--- src/rtl/spike_if.sv ---
// Sample-in / result-out handshake bundle for spike_detect_ctrl.
// slave = the detector, master = the sample source / result consumer.
interface spike_if #(
  parameter int DATA_W = 32
) ();
  logic                     s_valid;
  logic                     s_ready;
  logic signed [DATA_W-1:0] s_data;
  logic                     m_valid;
  logic                     m_ready;
  logic                     m_spike;
  logic                     m_warm;
  logic signed [DATA_W-1:0] m_mean;

  modport slave (
    input  s_valid, s_data, m_ready,
    output s_ready, m_valid, m_spike, m_warm, m_mean
  );

  modport master (
    output s_valid, s_data, m_ready,
    input  s_ready, m_valid, m_spike, m_warm, m_mean
  );
endinterface

--- src/rtl/spike_detect_ctrl.sv ---
// Running-mean spike detector: IDLE -> CALC -> OUT per sample, window of 2^WIN_LOG2.
// Optional macro SPIKE_REFRACT_EN enables refractory suppression after each flagged spike.
module spike_detect_ctrl #(
  parameter int unsigned T        = 100,
  parameter int unsigned WIN_LOG2 = 3,
  parameter int unsigned REFRACT  = 16
) (
  input  logic        clk,
  input  logic        rst_n,
  input  logic        clear,
  spike_if.slave      bus,
  output logic [15:0] spike_count,
  output logic        refract_active
);

  localparam int DATA_W = 32;
  localparam int DIFF_W = DATA_W + 1;
  localparam int SUM_W  = DATA_W + WIN_LOG2;
  localparam int FILL_W = WIN_LOG2 + 1;
  localparam int N      = 1 << WIN_LOG2;

  localparam logic [FILL_W-1:0] FILL_FULL = FILL_W'(N);
  localparam logic [DIFF_W-1:0] THRESH    = DIFF_W'(T);

  typedef enum logic [1:0] {IDLE, CALC, OUT} state_t;

  state_t state_q, state_d;

  logic signed [DATA_W-1:0] win_buf [N];
  logic signed [SUM_W-1:0]  sum_q;
  logic [FILL_W-1:0]        fill_q;
  logic [WIN_LOG2-1:0]      wr_ptr_q;

  logic signed [DATA_W-1:0] x_p0;
  logic signed [DATA_W-1:0] mean_p0;
  logic [DIFF_W-1:0]        abs_p0;
  logic                     warm_p0;
  logic                     raw_p0;
  logic                     spike_p0;
  logic signed [SUM_W-1:0]  sum_nxt_p0;

  logic signed [DATA_W-1:0] mean_p1;
  logic                     spike_p1;
  logic                     warm_p1;

  function automatic logic signed [DATA_W-1:0] window_mean(input logic signed [SUM_W-1:0] s);
    logic signed [SUM_W-1:0] sh;
    sh = s >>> WIN_LOG2;
    return sh[DATA_W-1:0];
  endfunction

  // Widened by one bit so extreme operands cannot overflow the difference.
  function automatic logic [DIFF_W-1:0] abs_diff(input logic signed [DATA_W-1:0] x,
                                                 input logic signed [DATA_W-1:0] m);
    logic signed [DIFF_W-1:0] d;
    d = {x[DATA_W-1], x} - {m[DATA_W-1], m};
    if (d[DIFF_W-1]) abs_diff = -d;
    else             abs_diff = d;
  endfunction

  function automatic logic [15:0] sat_inc16(input logic [15:0] c);
    return (c == 16'hFFFF) ? c : c + 16'd1;
  endfunction

  function automatic logic signed [SUM_W-1:0] sext_sum(input logic signed [DATA_W-1:0] v);
    return {{WIN_LOG2{v[DATA_W-1]}}, v};
  endfunction

  always_ff @(posedge clk or negedge rst_n) begin
    if (!rst_n) state_q <= IDLE;
    else        state_q <= state_d;
  end

  always_comb begin
    state_d = state_q;
    if (clear) begin
      state_d = IDLE;
    end else begin
      case (state_q)
        IDLE:    if (bus.s_valid) state_d = CALC;
        CALC:    state_d = OUT;
        OUT:     if (bus.m_ready) state_d = IDLE;
        default: state_d = IDLE;
      endcase
    end
  end

  assign bus.s_ready = (state_q == IDLE);
  assign bus.m_valid = (state_q == OUT);
  assign bus.m_spike = spike_p1;
  assign bus.m_warm  = warm_p1;
  assign bus.m_mean  = mean_p1;

  // ---- stage p0: sample capture ----
  always_ff @(posedge clk) begin
    if (state_q == IDLE && bus.s_valid && !clear) x_p0 <= bus.s_data;
  end

  // ---- stage p0 -> p1: compare against mean of the preceding window ----
  always_comb begin
    mean_p0 = window_mean(sum_q);
    abs_p0  = abs_diff(x_p0, mean_p0);
    warm_p0 = (fill_q == FILL_FULL);
    raw_p0  = (abs_p0 >= THRESH);
    if (warm_p0) sum_nxt_p0 = sum_q - sext_sum(win_buf[wr_ptr_q]) + sext_sum(x_p0);
    else         sum_nxt_p0 = sum_q + sext_sum(x_p0);
  end

`ifdef SPIKE_REFRACT_EN
  logic [7:0] refract_q;

  always_ff @(posedge clk or negedge rst_n) begin
    if (!rst_n) begin
      refract_q <= '0;
    end else if (clear) begin
      refract_q <= '0;
    end else if (state_q == CALC) begin
      if (spike_p0)               refract_q <= 8'(REFRACT);
      else if (refract_q != 8'd0) refract_q <= refract_q - 8'd1;
    end
  end

  assign refract_active = (refract_q != 8'd0);
  assign spike_p0       = raw_p0 & warm_p0 & ~refract_active;
`else
  assign refract_active = 1'b0 && (REFRACT != 0);
  assign spike_p0       = raw_p0 & warm_p0;
`endif

  // Buffer holds no reset: entries beyond fill are never read into the sum.
  always_ff @(posedge clk) begin
    if (state_q == CALC && !clear) win_buf[wr_ptr_q] <= x_p0;
  end

  always_ff @(posedge clk or negedge rst_n) begin
    if (!rst_n) begin
      sum_q       <= '0;
      fill_q      <= '0;
      wr_ptr_q    <= '0;
      spike_count <= '0;
      mean_p1     <= '0;
      spike_p1    <= 1'b0;
      warm_p1     <= 1'b0;
    end else if (clear) begin
      sum_q       <= '0;
      fill_q      <= '0;
      wr_ptr_q    <= '0;
      spike_count <= '0;
    end else if (state_q == CALC) begin
      sum_q    <= sum_nxt_p0;
      wr_ptr_q <= wr_ptr_q + 1'b1;
      if (!warm_p0) fill_q <= fill_q + 1'b1;
      if (spike_p0) spike_count <= sat_inc16(spike_count);
      mean_p1  <= mean_p0;
      spike_p1 <= spike_p0;
      warm_p1  <= warm_p0;
    end
  end

endmodule
--- src/flat_wrapper.sv ---
// flat-port wrapper written by rule: the top's interface ports become plain ports
module spike_detect_ctrl_flat 
#(
  parameter int unsigned T        = 100,
  parameter int unsigned WIN_LOG2 = 3,
  parameter int unsigned REFRACT  = 16
)
  (clk, rst_n, clear, spike_count, refract_active, bus_s_valid, bus_s_data, bus_m_ready, bus_s_ready, bus_m_valid, bus_m_spike, bus_m_warm, bus_m_mean);
  spike_if bus_i ();
  input  logic clk;
  input  logic rst_n;
  input  logic clear;
  output logic [15:0] spike_count;
  output logic refract_active;
  input wire logic [$bits(bus_i.s_valid)-1:0] bus_s_valid;
  input wire logic [$bits(bus_i.s_data)-1:0] bus_s_data;
  input wire logic [$bits(bus_i.m_ready)-1:0] bus_m_ready;
  output wire logic [$bits(bus_i.s_ready)-1:0] bus_s_ready;
  output wire logic [$bits(bus_i.m_valid)-1:0] bus_m_valid;
  output wire logic [$bits(bus_i.m_spike)-1:0] bus_m_spike;
  output wire logic [$bits(bus_i.m_warm)-1:0] bus_m_warm;
  output wire logic [$bits(bus_i.m_mean)-1:0] bus_m_mean;
  assign bus_i.s_valid = bus_s_valid;
  assign bus_i.s_data = bus_s_data;
  assign bus_i.m_ready = bus_m_ready;
  assign bus_s_ready = bus_i.s_ready;
  assign bus_m_valid = bus_i.m_valid;
  assign bus_m_spike = bus_i.m_spike;
  assign bus_m_warm = bus_i.m_warm;
  assign bus_m_mean = bus_i.m_mean;
  spike_detect_ctrl #(.T(T), .WIN_LOG2(WIN_LOG2), .REFRACT(REFRACT)) u_core (.clk(clk), .rst_n(rst_n), .clear(clear), .bus(bus_i), .spike_count(spike_count), .refract_active(refract_active));
endmodule
--- config.mk ---
export PLATFORM = sky130hd
export DESIGN_NAME = spike_detect_ctrl_flat
export DESIGN_NICKNAME = d
export VERILOG_FILES = /design/src/rtl/spike_if.sv /design/src/rtl/spike_detect_ctrl.sv /design/src/flat_wrapper.sv
export SDC_FILE = /design/constraint.sdc
export NUM_CORES = 1
export LEC_CHECK = 0
export CORE_MARGIN = 3
export CORE_UTILIZATION = 62
export DETAILED_ROUTE_END_ITERATION = 6
export PLACE_DENSITY = 0.82
export SYNTH_ARGS = -nofsm -noshare
export SYNTH_HDL_FRONTEND = slang
export SYNTH_SLANG_ARGS = --single-unit
export TNS_END_PERCENT = 20
--- constraint.sdc ---
create_clock -name clk -period 7.6 [get_ports clk]
set_input_delay 1.52 -clock clk [delete_from_list [all_inputs] [get_ports clk]]
set_output_delay 1.52 -clock clk [all_outputs]
set_load 0.1 [all_outputs]
Word-level counts from Yosys, hierarchy flattened
Memories as Yosys holds them, arrays and structs flattened.
Index checks and enable logic that the tools add are counted.

word-level totals
  bits in registers = 126
  latch bits = 0
  memory bits (writable) = 256
  bits in read-only memories = 0
  input bits = 37
  output and inout bits = 53
  memories kept = 1

operators by class
  add/subtract/negate cells = 8
  multipliers = 0
  div/mod/pow operators = 0
  magnitude comparators = 1
  eq/ne operators = 8
  shift-type cells = 0
  muxes and demuxes = 19
  bitwise logic cells = 2
  reductions and logical operators = 11

memories
  name            depth  bits a word  rd ports  clocked after memory_dff  write ports  RTL line                 text
  u_core.win_buf  8      32           1         0                         1            spike_detect_ctrl.sv:29  logic signed [DATA_W-1:0] win_buf [N];

operators with widths
  operator                                                                               count
  35-bit 2-to-1 mux                                                                      3
  35-bit by 32-bit adder with 35-bit output                                              2
  16-bit 2-to-1 mux                                                                      4
  35-bit by 32-bit subtractor with 35-bit output                                         1
  33-bit by 7-bit greater-or-equal comparator with 1-bit output (second input constant)  1
  33-bit 2-to-1 mux                                                                      1
  33-bit negator                                                                         1
  32-bit by 32-bit subtractor with 33-bit output                                         1
  16-bit by 1-bit adder with 16-bit output (second input constant)                       1
  16-bit equality test (second input constant)                                           1
  4-bit 2-to-1 mux                                                                       3
  2-bit 2-to-1 mux                                                                       3
  3-bit 2-to-1 mux                                                                       2
  3-bit != test (second input constant)                                                  2
  2-bit one-hot mux with 3 select lines                                                  1
  2-bit AND reduction                                                                    3
  4-bit by 1-bit adder with 4-bit output (second input constant)                         1
  4-bit equality test (second input constant)                                            1
  2-bit != test (second input constant)                                                  2
  2-bit nonzero test                                                                     2
  3-bit by 1-bit adder with 3-bit output (second input constant)                         1
  1-bit logical AND                                                                      3
  3-bit AND reduction                                                                    1
  2-bit by 1-bit equality test with 1-bit output (second input constant)                 1
  6 further kinds                                                                        7

Longest topological paths before layout
Gate-level depths: netlist of run 1.

  depth in word-level cells = 8
  gate-level depth with buffers = 24
  mapped depth without buffers = 22

Worst setup path after synthesis of run 1
OpenSTA, ideal clock, no wires.

  path type = input to register
  start = input clear
  end = memory u_core.win_buf[4][0] (enable)
  data arrival time = 5.562 ns
  required time = 7.087 ns
  slack = 1.525 ns
  cell stages on the path = 5
  buffers on the path = 3
  path through = clkbuf_1 > nand2b_1 > clkbuf_1 > clkbuf_1 > nor4b_1

between the ends
  word-level cells in the longest chain between the ends = 4

ends and longest elaborated chain
  element                                 RTL line                  text
  from (decl)                             flat_wrapper.sv:12        input logic clear;
  1-bit logical NOT                       spike_detect_ctrl.sv:132  if (state_q == CALC && !clear) win_buf[wr_ptr_q] <= x_p0;
  1-bit logical AND                       spike_detect_ctrl.sv:132
  1-bit 2-to-1 mux                        spike_detect_ctrl.sv:132
  1-bit 2-to-1 mux (implied by the code)  spike_detect_ctrl.sv:132
  to (decl)                               spike_detect_ctrl.sv:29

No other way between the ends.

Worst setup path in the final report of run 1
  start = register u_core.wr_ptr_q[1]
  end = register u_core.sum_q[32]

between the ends
  word-level cells in the longest chain between the ends = 6

ends and longest elaborated chain
  element                                         RTL line                  text
  from (decl)                                     spike_detect_ctrl.sv:32   logic [WIN_LOG2-1:0] wr_ptr_q;
  from (signal assigned)                          spike_detect_ctrl.sv:151  wr_ptr_q <= wr_ptr_q + 1'b1;
  memory read 8 x 32 bit                          --
  35-bit by 32-bit subtractor with 35-bit output  spike_detect_ctrl.sv:105  if (warm_p0) sum_nxt_p0 = sum_q - sext_sum(win_buf[wr_ptr_q]) + sext_sum(x_p0);
  35-bit by 32-bit adder with 35-bit output       spike_detect_ctrl.sv:105
  35-bit 2-to-1 mux                               spike_detect_ctrl.sv:105
  35-bit 2-to-1 mux                               spike_detect_ctrl.sv:149  end else if (state_q == CALC) begin
  35-bit 2-to-1 mux                               spike_detect_ctrl.sv:144  end else if (clear) begin
  to (signal assigned)                            spike_detect_ctrl.sv:150  sum_q <= sum_nxt_p0;
  to (decl)                                       spike_detect_ctrl.sv:30   logic signed [SUM_W-1:0] sum_q;

No other way between the ends. The select of a mux whose other input is x is not followed.
A chain may end at the register's enable or synchronous reset.

==> results of run 1 <==
cells by family after synthesis:
kind of cell | count (synthesis)
AO/OA/AOI/OAI | 577
AND/OR/NAND/NOR | 511
flip-flops | 382
buffers and inverters | 257
adder cells (fa/ha/maj) | 143
multiplexers | 109
XOR/XNOR | 95
other | 1
Yosys cell counts, types with 10 or more instances:
cell type,number
xnor2_1,64
nor3_1,31
edfxtp_1,288
buf_2,11
nand4_1,16
nand2b_1,21
nand3_1,34
mux2_2,51
o22a_1,31
o21bai_1,11
and3_1,21
a211oi_1,48
dfrtp_1,94
ha_1,107
nor2b_1,21
o21ai_0,130
a31oi_1,19
mux2i_1,51
clkbuf_1,67
a21oi_1,124
fa_1,36
xor2_1,30
a21o_1,41
inv_1,167
o21a_1,17
nor2_1,133
and2_1,14
a22oi_1,45
nand2_1,146
o211ai_1,11
nor4_1,10
or3_1,10
a311oi_1,14
routing by layer:
metal	up-vias	GRT usage (%)	routed length (um)
li1	7820	-	-
met1	8306	41.67	23960
met2	812	48.37	27410
met3	124	5.265	5316
met4	0	8.949	1519
met5	-	0	0
metrics by stage:
step / power, mW / hold slack (ns) / cell area (um2) / setup slack, ns
after floorplan: 3.531 / 0.4797 / 22570 / 1.525
after global placement: 3.865 / 0.4652 / 23910 / 1.766
after detailed placement: 3.902 / 0.4707 / 23910 / 1.618
after CTS: 5.922 / 0.4825 / 25270 / 1.605
after global routing: 6.159 / 0.5057 / 25270 / 1.116
final: 5.921 / 0.4822 / 25270 / 1.507
cell type report:
cell class | instances | area share [%]
Tap cell | 461 | 2.283
Clock buffer | 49 | 4.264
Sequential cell | 382 | 43.56
Timing Repair Buffer | 118 | 4.348
Multi-Input combinational cell | 1436 | 41.96
Inverter | 167 | 2.481
Clock inverter | 25 | 1.099
power groups by stage:
stage               sequential, mW  combinational [mW]  clock, mW
global route                  2.38                1.66       2.12
CTS                           2.37                1.50       2.05
global placement              2.41                1.46          0
detailed placement            2.41                1.49          0
finish                        2.37                1.52       2.02
floorplan                     2.55               0.976          0
state kept, by name (all words and copies together), names as in the netlist, 2 cells and up:
signal              cells
u_core.fill_q           4
u_core.bus.m_mean      32
u_core.sum_q           35
u_core.x_p0            32
u_core.wr_ptr_q         3
u_core.spike_count     16
u_core.win_buf        256
u_core.state_q          2
final timing paths:
| path | start | end | slack, ns | depth (start not counted) |
|---|---|---|---|---|
| min reg2reg | u_core.bus.m_mean[13] | u_core.bus.m_mean[13] | 0.48 | 2 |
| max in group asynchronous | rst_n | u_core.wr_ptr_q[0] | 5.45 | 2 |
| min in group asynchronous | rst_n | u_core.bus.m_mean[9] | 1.02 | 1 |
| min | u_core.bus.m_mean[13] | u_core.bus.m_mean[13] | 0.48 | 2 |
| max | u_core.wr_ptr_q[1] | u_core.sum_q[32] | 1.51 | 21 |
| max reg2reg | u_core.wr_ptr_q[1] | u_core.sum_q[32] | 1.51 | 21 |
worst max-delay path, stage by stage (launching register included):
cell	delay [ns]
dfrtp_2	0.92
nor2b_1	0.52
buf_4	0.30
a22oi_1	0.11
o22a_1	0.22
o21ai_0	0.12
fa_1	0.46
inv_1	0.07
ha_1	0.26
a21o_1	0.19
a21oi_1	0.26
o21ai_0	0.15
a211oi_1	0.38
a21oi_1	0.22
a41oi_1	0.38
o211ai_1	0.24
nand2_1	0.15
o21ai_0	0.16
a31o_2	0.30
xor2_1	0.14
nor2_1	0.06
a2111oi_0	0.34
==> impl_metrics.json, run 1 <==
{
  "status": "finished, final reports clean",
  "period_minus_slack_ns": 6.093,
  "postCtsSetupBuffers": 0,
  "p_int_mw": 4.044,
  "die_h_um": 196.8,
  "synth_nets": 2255,
  "syn_inst": 2075,
  "initial_core_util_pct": 63.15,
  "combinationalPowerShare_pct": 25.8,
  "clk_pin_slew_ns": 0.06,
  "antenna_cells": 0,
  "synth_top_family_by_area": "compound AO/OA/AOI/OAI gates",
  "num_rows": 69,
  "finalSetupTns_ns": 0,
  "clock_latency_ns": 0.57,
  "crit_arrival_ns": 6.54,
  "ctsHoldBuffers": 0,
  "routabilityCongestion": 0.9573,
  "skew_ns": 0.01995,
  "nNetsFinal": 2326,
  "fin_cells": 2638,
  "synth.avg_cell_area_um2": 10.88,
  "post_drt_wl_per_cell_um": 22.06,
  "cts.repair.resized": 0,
  "worstSetupStartpointType": "flip-flop",
  "multi_input_area_mm2": 0.01060,
  "most-common-layout-cells": "edfxtp_1 (288), inv_1 (167), nand2_1 (146)",
  "ys.flop_type": "edfxtp_1",
  "fillers": 2580,
  "setup_violations": 0,
  "io_pins": 90,
  "switching_share_pct": 31.70,
  "drc": 0,
  "fin_util_pct": 70.69,
  "yosys.area_share.simple_pct": 11.35,
  "hp-class": "reg -> reg",
  "yosys.area.top_type": "edfxtp_1",
  "synth_area_leaders": "edfxtp_1 (38%), dfrtp_1 (10%), ha_1 (5.9%)",
  "rsz0062_at_grt": "no",
  "yosysUniqueCellTypes": 96,
  "cp_max_fo": 37,
  "synth_area_mm2": 0.02257,
  "antenna_found_initial": 0,
  "first_global_vias": 16770,
  "synth_warnings": 0,
  "grt_pass1_wl_um": 90980,
  "fmaxAchievable_mhz": 164.1,
  "gr-total-overflow": 0,
  "dieWidth_um": 196.8,
  "core_area_mm2": 0.03574,
  "synthXorXnorAreaFrac_pct": 3.769,
  "fin_crit_sh_pct": 80.17,
  "clockPowerShare_pct": 34.2,
  "ys_ff_latch": 382,
  "grt_usage_pct": 29.80,
  "drtIter0Drc": 1597,
  "hold_violations": 0,
  "cts_tree": "done",
  "viasPerCell": 6.468,
  "required_ns": 8.04,
  "ys_async_sr_fraction_pct": 24.61,
  "p_leak_nw": 9.723,
  "ant_nets": 0,
  "net-switching-power_mw": 1.877,
  "grt_max_degree": 72,
  "synth-compound-area-share_pct": 17.04,
  "drive_gt1_share_pct": 8.911,
  "clock_sinks": 382,
  "pwr_density_cell_mw_per_mm2": 234.3,
  "max_cap_violations": 0,
  "die-area_mm2": 0.03873,
  "worst_pin_slew_ns": 1.206,
  "synth-edff-count": 288,
  "wirelength_um": 58200,
  "drv_slew": 0,
  "yosys.area_share.adder_pct": 9.124,
  "relSlewSlack_pct": 19.43,
  "dp_hpwl_um": 40360,
  "port-buffer-count": 88,
  "clock_path_buffers": 3,
  "synthMuxAreaShare_pct": 5.455,
  "ff_latch_area_mm2": 0.01101,
  "clock-root-buffer": "clkbuf_16",
  "ir_drop_mv": 0.1733,
  "path_class": "reg -> reg",
  "h-tree-depth": 2,
  "final_common_cell": "edfxtp_1",
  "seq_power_share_pct": 40.1,
  "seq_area_frac_synth_pct": 48.74,
  "dp.cells": 2564,
  "cts_buffers": 41,
  "areaGrowthSynthToFinish_pct": 11.94,
  "crit_path_end_kind": "flip-flop",
  "yosysTopAreaCellShare_pct": 38.31,
  "num_vias": 17060,
  "dr.pass1.iters": 6
}
Power figures use the tool's default switching activity.
==> inputs of run 2 (changes only) <==
--- a/config.mk
+++ b/config.mk
@@ -6,9 +6,9 @@
 export NUM_CORES = 1
 export LEC_CHECK = 0
 export CORE_MARGIN = 3
-export CORE_UTILIZATION = 62
+export CORE_UTILIZATION = 56
 export DETAILED_ROUTE_END_ITERATION = 6
-export PLACE_DENSITY = 0.82
+export PLACE_DENSITY = 0.78
 export SYNTH_ARGS = -nofsm -noshare
 export SYNTH_HDL_FRONTEND = slang
 export SYNTH_SLANG_ARGS = --single-unit
==> constraint.sdc (replaced) <==
create_clock -name clk -period 4.9 [get_ports clk]
set_input_delay 0.98 -clock clk [delete_from_list [all_inputs] [get_ports clk]]
set_output_delay 0.98 -clock clk [all_outputs]
set_load 0.1 [all_outputs]
==> run 2 against run 1 <==
Net effect:
- largest power group unchanged
- largest cell class unchanged
- critical path type unchanged
- sequential power up 54%
- setup slack worse by 1.4 ns
- non-clock buffer count increased by 176
- fmax grew 28%
==> impl_metrics.json, run 2 (synthesized netlist as in run 1, its figures left out) <==
{
  "num_rows": 72,
  "drv_slew": 0,
  "r2r_cells": 19,
  "fin_area_mm2": 0.02702,
  "final_common_cell": "edfxtp_1",
  "skew_ns": 0.02091,
  "period_minus_slack_ns": 4.775,
  "largest_reg_flops": 256,
  "drtIter0Drc": 2082,
  "clock_latency_ns": 0.58,
  "setup_violations": 0,
  "gr-total-overflow": 0,
  "routabilityCongestion": 0.9852,
  "io_pins": 90,
  "h-tree-depth": 2,
  "grt_pass1_wl_um": 97110,
  "clock_sinks": 382,
  "status": "finished, final reports clean",
  "ir_drop_mv": 0.3795,
  "first_global_vias": 17640,
  "antenna_cells": 0,
  "finalSetupTns_ns": 0,
  "worst_pin_slew_ns": 1.033,
  "power_mw": 9.369,
  "most-common-layout-cells": "edfxtp_1 (288), buf_4 (193), inv_1 (167)",
  "crit_path_end_kind": "flip-flop",
  "worstSetupStartpointType": "flip-flop",
  "initial_core_util_pct": 57.60,
  "die-area_mm2": 0.04275,
  "cts_tree": "done",
  "cp.depth": 19,
  "relSlewSlack_pct": 30.95,
  "placed_area_mm2": 0.02533,
  "ant_nets": 0,
  "required_ns": 5.36,
  "worstPathCellList": "inv_1 -> ha_2 -> a21o_1 -> nor3_2 -> nand3_2 -> buf_4 -> and4_4 -> or3_4 -> xnor2_4 -> or4b_4 -> nor4_4 -> a21oi_1 -> o32a_1 -> nor4_4 -> a21oi_2 -> buf_4 -> buf_4 -> buf_4 -> a31o_2",
  "clock-root-buffer": "clkbuf_16",
  "fin_crit_sh_pct": 97.45,
  "clk_pin_slew_ns": 0.06,
  "pre_cts_ws_ns": -0.3995,
  "clock_path_buffers": 3,
  "p_leak_nw": 10.61,
  "die_h_um": 206.8,
  "viasPerCell": 6.210,
  "antenna_found_initial": 0,
  "pwr_density_cell_mw_per_mm2": 346.7,
  "dr.pass1.iters": 6,
  "port-buffer-count": 88,
  "num_vias": 17830,
  "drive_gt1_share_pct": 17.72,
  "hold_path_depth": 2,
  "nNetsFinal": 2501,
  "critPathTopFamily": "simple AND/OR/NAND/NOR gates",
  "crit_buf_inv": 5,
  "max_cap_violations": 0,
  "dp_hpwl_um": 44650,
  "drc": 0,
  "crit_slowest_cell": "or4b_4",
  "cp_slowest_stage_delay_ns": 0.53,
  "fmaxAchievable_mhz": 209.4,
  "dieWidth_um": 206.8,
  "grt_usage_pct": 29.30,
  "hp-class": "reg -> reg",
  "grt_max_degree": 56,
  "largest_register": "u_core.win_buf",
  "path_class": "reg -> reg",
  "core_area_mm2": 0.03919,
  "whs_ns": 0.4781,
  "crit_arrival_ns": 5.23,
  "post_drt_wl_per_cell_um": 22.04,
  "cp_max_fo": 9,
  "areaGrowthSynthToFinish_pct": 19.71,
  "cpMostUsedCell": "buf_4",
  "fin_ws_ns": 0.1249,
  "cts_buffers": 40,
  "largestRegisters": "u_core.win_buf x256, u_core.sum_q x35",
  "hold_violations": 0,
  "ctsHoldBuffers": 0,
  "rsz0062_at_grt": "yes",
  "wirelength_um": 63270
}
==> run 2: power by group <==
part / internal, mW / switching, mW
sequential: 3.57 / 0.0689
combinational: 1.12 / 1.67
clock: 1.65 / 1.29
==> run 2: final timing paths <==
check	start	endpoint	slack [ns]
min in group asynchronous	rst_n	u_core.bus.m_mean[24]	0.50
worst max-delay path	u_core.sum_q[10]	u_core.spike_count[6]	0.12
max in group asynchronous	rst_n	u_core.bus.m_mean[10]	3.35
worst min register to register	u_core.bus.m_mean[26]	u_core.bus.m_mean[26]	0.48
worst max register to register	u_core.sum_q[10]	u_core.spike_count[6]	0.12
worst min-delay path	u_core.bus.m_mean[26]	u_core.bus.m_mean[26]	0.48
==> run 2: worst register-to-register path, delay by kind of cell, from the launching register on <==
family,cells,cell delay (ns)
buffers and inverters,5,0.77
adders and majority gates,1,0.33
DFF,1,0.41
and+or+nand+nor,7,1.98
xor gates and xnor gates,1,0.17
AOI/OAI and AO/OA,5,0.98
==> run 2: repair_timing <==
| item | 4_1_cts | 5_1_grt |
|---|---|---|
| setup endpoints to repair | 18 | 29 |
| buffers inserted | 0 | 8 |
| cloned | 0 | 2 |
| gates resized for setup | 13 | 76 |
| pin swaps | 0 | 15 |
==> run 2: final cells by class <==
cell class	instances	area (um2)
clock inverter	16	146.4
timing repair buffer	294	2585
inverter	167	626.9
fill	2753	12170
clock buffer	58	1110
multi-input combinational	1436	10900
sequential	382	11010
tap	518	648.1
==> run 2: metrics by stage <==
stage	util (%)	std cells
3_5_place_dp	64.63	2787
2_1_floorplan	-	2075
3_3_place_gp	64.63	2787
5_1_grt	68.95	2871
6_report	68.95	2871
4_1_cts	67.93	2861
==> run 2: per-layer routing <==
metal | GRT usage [%] | part of all wire [%] | routed length [um] | up-vias
met4 | 7.898 | 2.5 | 1580 | 0
met5 | 0 | 0 | 0 | -
met1 | 41.91 | 42 | 26640 | 8746
met2 | 47.20 | 47 | 29460 | 821
li1 | - | - | - | 8146
met3 | 4.595 | 8.8 | 5589 | 115
==> inputs of run 3 (changes only) <==
--- a/config.mk
+++ b/config.mk
@@ -9,6 +9,7 @@
 export CORE_UTILIZATION = 56
 export DETAILED_ROUTE_END_ITERATION = 6
 export PLACE_DENSITY = 0.78
+export SKIP_CTS_REPAIR_TIMING = 1
 export SYNTH_ARGS = -nofsm -noshare
 export SYNTH_HDL_FRONTEND = slang
 export SYNTH_SLANG_ARGS = --single-unit
==> run 3 against run 2 <==
Net effect:
- setup slack lost 0.0054 ns
- worst hold slack is essentially flat
- core utilization is essentially flat
- critical path type unchanged
- clock skew grew 0.0016 ns
- largest cell class unchanged
- register-to-register slack is essentially flat
- critical endpoint unchanged
- combinational power is essentially flat
==> impl_metrics.json, run 3 (synthesized netlist as in run 1, its figures left out) <==
{
  "ir_drop_mv": 0.3800,
  "p_leak_nw": 10.60,
  "crit_slowest_cell": "or4b_4",
  "ff_latch_area_mm2": 0.01101,
  "worstSetupStartpointType": "flip-flop",
  "grt_max_degree": 56,
  "drv_slew": 0,
  "dp_hpwl_um": 44650,
  "num_vias": 17860,
  "clock_path_buffers": 3,
  "clk_pin_slew_ns": 0.06,
  "fin_util_pct": 68.91,
  "io_pins": 90,
  "relSlewSlack_pct": 30.81,
  "antenna_found_initial": 0,
  "die_h_um": 206.8,
  "clockPowerShare_pct": 31.3,
  "first_global_vias": 17610,
  "clock_latency_ns": 0.57,
  "viasPerCell": 6.222,
  "routabilityCongestion": 0.9852,
  "drive_gt1_share_pct": 17.64,
  "hp-start": "u_core.bus.m_mean[26]",
  "clock-root-buffer": "clkbuf_16",
  "gr-total-overflow": 0,
  "dr.pass1.iters": 6,
  "setup_violations": 0,
  "grt_usage_pct": 29.26,
  "pwr_density_cell_mw_per_mm2": 347.0,
  "cts_tree": "done",
  "largestRegisters": "u_core.win_buf x256, u_core.sum_q x35",
  "nNetsFinal": 2501,
  "status": "finished, final reports clean",
  "post_drt_wl_per_cell_um": 22.07,
  "period_minus_slack_ns": 4.781,
  "path_class": "reg -> reg",
  "fin_crit_sh_pct": 97.56,
  "clock_sinks": 382,
  "cp_slowest_stage_delay_ns": 0.53,
  "most-common-layout-cells": "edfxtp_1 (288), buf_4 (194), inv_1 (167)",
  "crit_arrival_ns": 5.23,
  "crit_path_end_kind": "flip-flop",
  "areaGrowthSynthToFinish_pct": 19.64,
  "max_cap_violations": 0,
  "fin_cells": 2871,
  "cpMostUsedCell": "buf_4",
  "reg2reg_from": "u_core.sum_q[10]",
  "multi_input_area_mm2": 0.01089,
  "num_rows": 72,
  "die-area_mm2": 0.04275,
  "largest_reg_flops": 256,
  "net-switching-power_mw": 3.033,
  "fmaxAchievable_mhz": 209.2,
  "worstPathCellList": "inv_1 -> ha_2 -> a21o_1 -> nor3_2 -> nand3_2 -> buf_4 -> and4_4 -> or3_4 -> xnor2_4 -> or4b_4 -> nor4_4 -> a21oi_1 -> o32a_1 -> nor4_4 -> a21oi_2 -> buf_4 -> buf_4 -> buf_4 -> a31o_2",
  "fillers": 2744,
  "wirelength_um": 63370,
  "grt_pass1_wl_um": 97050,
  "cts_buffers": 40,
  "rsz0062_at_grt": "yes",
  "core_area_mm2": 0.03919,
  "ant_nets": 0,
  "dieWidth_um": 206.8,
  "combinationalPowerShare_pct": 29.8,
  "final_common_cell": "edfxtp_1",
  "startpoint": "u_core.sum_q[10]",
  "drtIter0Drc": 1993,
  "drc": 0,
  "antenna_cells": 0,
  "hold_violations": 0,
  "hp-class": "reg -> reg",
  "worst_pin_slew_ns": 1.035,
  "p_int_mw": 6.337,
  "h-tree-depth": 2,
  "dp.cells": 2787,
  "power_mw": 9.370,
  "seq_power_share_pct": 38.8,
  "skew_ns": 0.02248,
  "largest_register": "u_core.win_buf",
  "required_ns": 5.35,
  "port-buffer-count": 88,
  "cp_max_fo": 9,
  "initial_core_util_pct": 57.60,
  "switching_share_pct": 32.37
}
-- run 3: per-stage QoR --
step,cell area [um2],TNS (ns),hold WS (ns),worst slack (ns)
final,27000,0,0.4782,0.1195
after global placement,25330,-0.6978,0.4612,-0.1654
after CTS,26580,-2.055,0.4834,-0.3410
after floorplan,22580,-30.26,0.4797,-0.5875
after global routing,27000,-0.2001,0.4993,-0.04716
after detailed placement,25330,-1.870,0.4696,-0.3995
-- run 3: final cells by class --
cell class | instances | share of cell area (%)
clock buffers | 58 | 4.110
well taps | 518 | 2.400
multi-input cells | 1436 | 40.33
inverters | 167 | 2.321
clock inverters | 16 | 0.5421
repair buffers | 294 | 9.540
flip-flops and latches | 382 | 40.76
-- run 3: final timing paths --
| check | to | slack (ns) | cells after the start |
|---|---|---|---|
| worst min register to register | u_core.bus.m_mean[26] | 0.48 | 2 |
| worst min-delay path | u_core.bus.m_mean[26] | 0.48 | 2 |
| worst max-delay path | u_core.spike_count[6] | 0.12 | 19 |
| min in group asynchronous | u_core.bus.m_mean[23] | 0.50 | 1 |
| max in group asynchronous | u_core.bus.m_mean[11] | 3.34 | 2 |
| worst max register to register | u_core.spike_count[6] | 0.12 | 19 |
-- run 3: worst max-delay path: cells and delay by family, from the launching register on --
family / cells / cell delay [ns]
compound gates: 5 / 0.98
xor+xnor: 1 / 0.17
fa+ha+maj: 1 / 0.33
buf+inv: 5 / 0.77
flops: 1 / 0.40
simple gates: 7 / 1.98
-- run 3: metal layers --
layer	vias up	part of all wire [%]	GRT usage (%)
met3	109	9.1	4.563
met4	0	2.5	7.826
met1	8763	42	41.94
met2	834	47	47.08
met5	-	0	0
li1	8158	-	-
-- run 3: power groups by stage --
stage / Sequential, mW / Clock (mW) / Combinational (mW)
floorplan: 3.96 / 0 / 1.51
global placement: 3.70 / 0 / 2.55
detailed placement: 3.70 / 0 / 2.61
CTS: 3.64 / 2.97 / 2.63
global route: 3.64 / 3.11 / 3.02
finish: 3.64 / 2.94 / 2.80
